==> src/rtl/hazard_pkg.sv <==
// rtl/hazard_pkg.sv - shared types and widths for the pipeline hazard unit
package hazard_pkg;

    typedef enum logic {
        RUN      = 1'b0,
        LD_STALL = 1'b1
    } hz_state_e;

    // Load stall length is at most 7 cycles; mul/div occupancy at most 255.
    localparam int LD_CNT_W = 3;
    localparam int MD_CNT_W = 8;

endpackage

==> src/rtl/hazard_unit_stall_counter.sv <==
// rtl/hazard_unit_stall_counter.sv - loadable down-counter that stops at zero
module stall_counter #(
    parameter int W = 8
) (
    input  logic         clk_i,
    input  logic         rst_n_i,
    input  logic         load_i,
    input  logic [W-1:0] load_val_i,
    output logic [W-1:0] cnt_o,
    output logic         zero_o
);

    logic [W-1:0] cnt_q;
    logic [W-1:0] cnt_d;

    // Load takes priority; otherwise count down until empty.
    always_comb begin
        cnt_d = cnt_q;
        if (load_i) begin
            cnt_d = load_val_i;
        end else if (cnt_q != '0) begin
            cnt_d = cnt_q - W'(1);
        end
    end

    // Counter register, cleared asynchronously.
    always_ff @(posedge clk_i or negedge rst_n_i) begin
        if (!rst_n_i) begin
            cnt_q <= '0;
        end else begin
            cnt_q <= cnt_d;
        end
    end

    assign cnt_o  = cnt_q;
    assign zero_o = (cnt_q == '0);

endmodule

==> src/rtl/hazard_unit.sv <==
// rtl/hazard_unit.sv - load-use / mul-div interlock and branch flush control
module hazard_unit
    import hazard_pkg::*;
#(
    parameter int REG_AW       = 5,
    parameter int LOAD_BUBBLES = 1,
    parameter int MD_CYCLES    = 32
) (
    input  logic              clk_i,
    input  logic              rst_n_i,
    input  logic [REG_AW-1:0] if_id_rs_i,
    input  logic [REG_AW-1:0] if_id_rt_i,
    input  logic              if_id_rs_used_i,
    input  logic              if_id_rt_used_i,
    input  logic              if_id_md_use_i,
    input  logic [REG_AW-1:0] id_ex_rd_i,
    input  logic              id_ex_memread_i,
    input  logic              md_start_i,
    input  logic              branch_taken_i,
    output logic              pc_write_o,
    output logic              if_id_write_o,
    output logic              bubble_o,
    output logic              if_id_flush_o,
    output logic              md_busy_o
);

    hz_state_e state_q;
    hz_state_e state_d;

    logic [LD_CNT_W-1:0] ld_cnt;
    logic                ld_zero;
    logic                ld_load;
    logic [MD_CNT_W-1:0] md_cnt;
    logic                md_zero;
    logic                md_load;

    logic rs_match;
    logic rt_match;
    logic ld_hit;
    logic md_hit;
    logic stall;

    // Operand comparison, ignoring operands the instruction does not read.
    always_comb begin
        rs_match = if_id_rs_used_i && (if_id_rs_i == id_ex_rd_i);
        rt_match = if_id_rt_used_i && (if_id_rt_i == id_ex_rd_i);
    end

    // Hazard detection and output decode; r0 never creates a dependency.
    always_comb begin
        ld_hit        = (state_q == RUN) && id_ex_memread_i &&
                        (id_ex_rd_i != '0) && (rs_match || rt_match);
        md_busy_o     = (md_cnt != '0);
        md_hit        = if_id_md_use_i && md_busy_o;
        stall         = ld_hit || (state_q == LD_STALL) || md_hit;
        pc_write_o    = !stall;
        if_id_write_o = !stall;
        bubble_o      = stall;
        // A branch seen while stalled stays in ID and resolves again later.
        if_id_flush_o = branch_taken_i && !stall;
        // Single-bubble loads clear themselves once the bubble reaches EX.
        ld_load       = ld_hit && (LOAD_BUBBLES > 1);
        // A start while the unit is occupied is dropped.
        md_load       = md_start_i && md_zero;
    end

    // Load-stall FSM next state: hold LD_STALL until the last extra bubble.
    always_comb begin
        state_d = state_q;
        case (state_q)
            RUN: begin
                if (ld_load) begin
                    state_d = LD_STALL;
                end
            end
            LD_STALL: begin
                if ((ld_cnt == LD_CNT_W'(1)) || ld_zero) begin
                    state_d = RUN;
                end
            end
            default: state_d = RUN;
        endcase
    end

    // Load-stall FSM state register.
    always_ff @(posedge clk_i or negedge rst_n_i) begin
        if (!rst_n_i) begin
            state_q <= RUN;
        end else begin
            state_q <= state_d;
        end
    end

    stall_counter #(
        .W (LD_CNT_W)
    ) u_ld_cnt (
        .clk_i      (clk_i),
        .rst_n_i    (rst_n_i),
        .load_i     (ld_load),
        .load_val_i (LD_CNT_W'(LOAD_BUBBLES - 1)),
        .cnt_o      (ld_cnt),
        .zero_o     (ld_zero)
    );

    stall_counter #(
        .W (MD_CNT_W)
    ) u_md_cnt (
        .clk_i      (clk_i),
        .rst_n_i    (rst_n_i),
        .load_i     (md_load),
        .load_val_i (MD_CNT_W'(MD_CYCLES)),
        .cnt_o      (md_cnt),
        .zero_o     (md_zero)
    );

endmodule

==> config.mk <==
export PLATFORM = sky130hd
export DESIGN_NAME = hazard_unit
export DESIGN_NICKNAME = d
export VERILOG_FILES = /design/src/rtl/hazard_pkg.sv /design/src/rtl/hazard_unit_stall_counter.sv /design/src/rtl/hazard_unit.sv
export SDC_FILE = /design/constraint.sdc
export NUM_CORES = 1
export LEC_CHECK = 0
export CAP_MARGIN = 20
export CORE_ASPECT_RATIO = 1.75
export CORE_MARGIN = 2
export CORE_UTILIZATION = 30
export DETAILED_ROUTE_END_ITERATION = 12
export PLACE_DENSITY = 0.68
export SLEW_MARGIN = 15
export SYNTH_ARGS = -nofsm -noshare
export SYNTH_HDL_FRONTEND = slang
export SYNTH_SLANG_ARGS = --single-unit
==> constraint.sdc <==
create_clock -name clk_i -period 7.05 [get_ports clk_i]
set_input_delay 2.115 -clock clk_i [delete_from_list [all_inputs] [get_ports clk_i]]
set_output_delay 2.115 -clock clk_i [all_outputs]
set_load 0.005 [all_outputs]
-- Yosys cells after proc, flatten, opt, wreduce, memory -nomap -nowiden
Index checks and enable logic that the tools add are counted.
Widths: inputs -> output; s select.
- output and inout bits: 5
- bits of input ports: 23
- flip-flop bits (word level): 12
- word-level logic and storage cells: 32
- multiplexer cells: 4
- bitwise operators: 1
- reduce and logical (&&, ||, !) cells: 19
- add/subtract/negate cells: 2
- equality and inequality tests: 3
- operators by type and width (operator ; count):
    $mux 8 ; 2
    $eq 5x5->1 ; 2
    $logic_and 1x1->1 ; 8
    $logic_not 8->1 ; 1
    $reduce_bool 8->1 ; 1
    $sub 8x1->8 const B ; 1
    $reduce_bool 5->1 ; 1
    $logic_or 1x1->1 ; 4
    $eq 3x1->1 const B ; 1
    $logic_not 3->1 ; 1
    $reduce_bool 3->1 ; 1
    $sub 3x1->3 const B ; 1
    $pmux 1 s2 ; 1
    $reduce_bool 2->1 ; 1
    $logic_not 1->1 ; 1
    $mux 1 ; 1
    $not 1->1 ; 1

-- Depth between registers and ports, before layout
- depth after elaboration: 8
- depth in mapped cells: 6
- mapped depth without buffers: 6

-- Cells and area by module
Synthesis repeated with hierarchy kept, for this count alone.
- cells, all modules: 107
- area total of the unflattened synthesis: 918.4 sq um
- modules (own cells, without submodules) (module ; instances ; cells an instance ; area each (sq um) ; sequential area each (sq um)):
    stall_counter at u_md_cnt ; 1 ; 54 ; 476.7 ; 200.2
    hazard_unit ; 1 ; 32 ; 240.2 ; 25.0
    stall_counter at u_ld_cnt ; 1 ; 21 ; 201.4 ; 75.1

-- Worst setup path after synthesis
OpenSTA, ideal clock, no wires.
- kind: input port to output port
- start point: input id_ex_rd_i[1]
- end point: output pc_write_o
- arrival: 3.329 ns
- stages: 4
- path slack: 1.606 ns
- buffers on the path: 1
- path through: or4_1 -> o21a_1 -> a221oi_1 -> buf_4
- longest elaborated chain between the ends: 7
- RTL lines (item ; line ; RTL):
    start: declaration ; hazard_unit.sv:16 ; input logic [REG_AW-1:0] id_ex_rd_i,
    $eq 5x5->1, on equally long branches ; hazard_unit.sv:45, hazard_unit.sv:46 ;
    $logic_and 1x1->1, on equally long branches ; hazard_unit.sv:45, hazard_unit.sv:46 ;
    $logic_or 1x1->1 ; hazard_unit.sv:52 ; (id_ex_rd_i != '0) && (rs_match || rt_match);
    $logic_and 1x1->1 (*) ; hazard_unit.sv:52 ;
    $logic_or 1x1->1 (*) (2 in series) ; hazard_unit.sv:55 ; stall = ld_hit || (state_q == LD_STALL) || md_hit;
    $logic_not 1->1 (*) ; -- ;
    end: declaration ; hazard_unit.sv:20 ; output logic pc_write_o,
Every way passes the cells marked *; elsewhere a longest branch is shown, timed or not.

-- Worst setup path in the final report
- start point: input id_ex_rd_i[0]
- end point: output if_id_write_o
- longest elaborated chain between the ends: 7
- RTL lines (item ; line ; RTL):
    $eq 5x5->1, on equally long branches ; hazard_unit.sv:45, hazard_unit.sv:46 ;
    $logic_and 1x1->1, on equally long branches ; hazard_unit.sv:45, hazard_unit.sv:46 ;
    $logic_or 1x1->1 ; hazard_unit.sv:52 ;
    $logic_and 1x1->1 (*) ; hazard_unit.sv:52 ;
    $logic_or 1x1->1 (*) (2 in series) ; hazard_unit.sv:55 ;
    $logic_not 1->1 (*) ; hazard_unit.sv:57 ; if_id_write_o = !stall;
    end: declaration ; hazard_unit.sv:21 ; output logic if_id_write_o,
Marked as above.

==> flow_summary.json <==
{
  "min_period_ns": 6.34,
  "power_density_mw_per_mm2": 266,
  "die_area_mm2": 0.00305,
  "drc": 0,
  "grt_antenna_before_repair": 0,
  "cp_data_required_time_ns": 4.93,
  "cts.path.max_buffers": 2,
  "critical_path_class": "input pin to output port",
  "dr.pass1.iters": 4,
  "fin_skew_ns": 0.00289,
  "yosys_warnings": 0,
  "fmax_mhz": 158,
  "rsz0062_at_grt": "no",
  "grt_pass1_vias": 665,
  "slowest_stage": "clkdlybuf4s50_1",
  "ys_seq_area_share_pct": 38.4,
  "cts_setup_buffers": 0,
  "vdd.ir_drop.worst_mv": 0.164,
  "crit_top_cell": "clkdlybuf4s50_1",
  "path_clk_slew_ns": 0.05,
  "finalHoldViolCount": 0,
  "tns_ns": 0,
  "clkLatencyLatePin_ns": 0.24,
  "timing.hold.ws_ns": 0.511,
  "syn_area_um2": 782,
  "relSlewSlack_pct": 64.4,
  "fin_nets": 139,
  "max-cap-violations": 0,
  "grt_max_degree": 13,
  "cts-root-buf": "clkbuf_8",
  "avgSynthCellArea_um2": 9.78,
  "placement_rows": 24,
  "htree_levels": 1,
  "drt_wl_total_um": 1770,
  "start_util_pct": 31.4,
  "vias_per_cell": 5.01,
  "cp-start-kind": "input pin",
  "dpl.hpwl_um": 1420,
  "post_drt_wl_per_cell_um": 13.0,
  "cts_tree": "yes",
  "ctsHoldBuffers": 0,
  "fin_crit_sh_pct": 89.9,
  "cts_buffers": 3,
  "area_delta_synth_final_pct": 44.8,
  "worst_pin_slew_ns": 0.532,
  "die_h_um": 71.5,
  "io_pins": 28,
  "arrival_ns": 4.22,
  "crit_chain": "clkdlybuf4s50_1, or4_1, o21a_1, a221oi_1, clkdlybuf4s50_1",
  "die_x_um": 42.6,
  "gp_congestion": 0.726,
  "outcome": "finished, final reports clean",
  "crit_family": "buffers and inverters",
  "setup_viol": 0,
  "leakagePower_nw": 0.474,
  "slew_violations": 0,
  "grt_first_pass_wirelength_um": 2820,
  "ant_nets": 0,
  "synth.distinct_cells": 25,
  "core_mm2": 0.00249,
  "syn_inst": 80,
  "port_buffers": 27,
  "worstHoldPathType": "flop to flop",
  "grt_overflow": 0,
  "critPathMaxStageDelay_ns": 0.56,
  "cts.sinks": 12,
  "cp-end-kind": "output port",
  "grtUsageTotal_pct": 12.9,
  "drt_iter0_markers": 13,
  "synth_nets": 108,
  "via_count": 682,
  "ys_seq_elements": 12,
  "ctsResizeCount": 0,
  "crit_fanout": 3,
  "cp_num_buf_inv": 2,
  "drive_above_1_share_pct": 6.36,
  "antenna_cells": 0
}
[per-stage QoR]
stage	total power, mW	cell area, um2	cells	setup WS [ns]	utilization [%]
2_1_floorplan	0.191	782	80	1.61	-
4_1_cts	0.305	1130	136	0.693	45.4
5_1_grt	0.324	1130	136	0.594	45.4
3_5_place_dp	0.228	1080	132	0.696	43.2
3_3_place_gp	0.222	1080	132	0.756	43.2
6_report	0.301	1130	136	0.715	45.4
[cell usage in the layout (no fill, tap or decap), types with 4 or more instances in the layout]
master	count
clkdlybuf4s50_1	27
xnor2_1	14
dfrtp_1	12
inv_1	6
nand2_1	6
nor2_1	6
a21oi_1	5
ha_1	5
clkbuf_8	4
[flip-flops by register name, indices dropped and copies added (netlist names)]
name / cells
state_q: 1
u_ld_cnt.cnt_o: 3
u_md_cnt.cnt_o: 8
[cell type report]
class,instances,area [um2]
clock buffers,4,55.1
fillers,251,1360
inverters,6,22.5
multi-input cells,61,452
flip-flops and latches,12,300
well taps,26,32.5
repair buffers,27,270
[path summary, 6_finish.rpt]
check	from	to	slack (ns)	depth (start not counted)
min in group asynchronous	rst_n_i	u_md_cnt.cnt_o[1]$_DFFE_PN0P_	2.22	1
worst min register to register	u_md_cnt.cnt_o[0]$_DFFE_PN0P_	u_md_cnt.cnt_o[0]$_DFFE_PN0P_	0.51	1
worst max register to register	u_md_cnt.cnt_o[0]$_DFFE_PN0P_	u_md_cnt.cnt_o[3]$_DFFE_PN0P_	5.53	6
worst min-delay path	u_md_cnt.cnt_o[0]$_DFFE_PN0P_	u_md_cnt.cnt_o[0]$_DFFE_PN0P_	0.51	1
max in group asynchronous	rst_n_i	u_ld_cnt.cnt_o[2]$_DFFE_PN0N_	4.47	1
worst max-delay path	id_ex_rd_i[0]	if_id_write_o	0.71	5
[layer usage]
| layer | vias up | global-route usage, % | share of wire [%] |
|---|---|---|---|
| li1 | 333 | - | - |
| met1 | 317 | 11.9 | 35 |
| met2 | 28 | 23.4 | 54 |
| met3 | 4 | 3.53 | 7.9 |
| met4 | 0 | 9.38 | 2.3 |
| met5 | - | 0 | 0 |
[Yosys cell counts, drive strengths merged]
| cell type | instances | area, um2 |
|---|---|---|
| nand3 | 2 | 10.0 |
| ha | 5 | 62.6 |
| inv | 6 | 22.5 |
| buf | 1 | 7.51 |
| a221oi | 2 | 17.5 |
| nor2b | 1 | 6.26 |
| o22ai | 1 | 6.26 |
| a221o | 1 | 10.0 |
| nor2 | 6 | 22.5 |
| a21oi | 5 | 25.0 |
| or4 | 1 | 7.51 |
| nor3 | 2 | 10.0 |
| nand3b | 2 | 15.0 |
| mux2 | 1 | 11.3 |
| dfrtp | 12 | 300 |
| nand4 | 2 | 12.5 |
| xnor2 | 14 | 123 |
| mux2i | 2 | 20.0 |
| o21a | 2 | 15.0 |
| nor4b | 1 | 23.8 |
| nand2 | 7 | 28.8 |
| a21o | 1 | 7.51 |
| o21ai | 1 | 5.00 |
| nand2b | 2 | 12.5 |
[power breakdown]
| group | total (mW) | switching (mW) | internal [mW] |
|---|---|---|---|
| logic | 0.106 | 0.0472 | 0.0590 |
| registers | 0.121 | 0.0271 | 0.0935 |
| clock network | 0.0744 | 0.0251 | 0.0493 |
[cells by family (layout without fill, tap and decap cells)]
family	count (synthesis)	in the layout	synth area share, %
flops	12	12	38.4
simple gates	26	26	19.0
buf+inv	7	37	3.84
mux	3	3	4.00
compound gates	13	13	11.0
xor+xnor	14	14	15.7
fa+ha+maj	5	5	8.00
No activity file was read; power rests on OpenSTA's default activity.
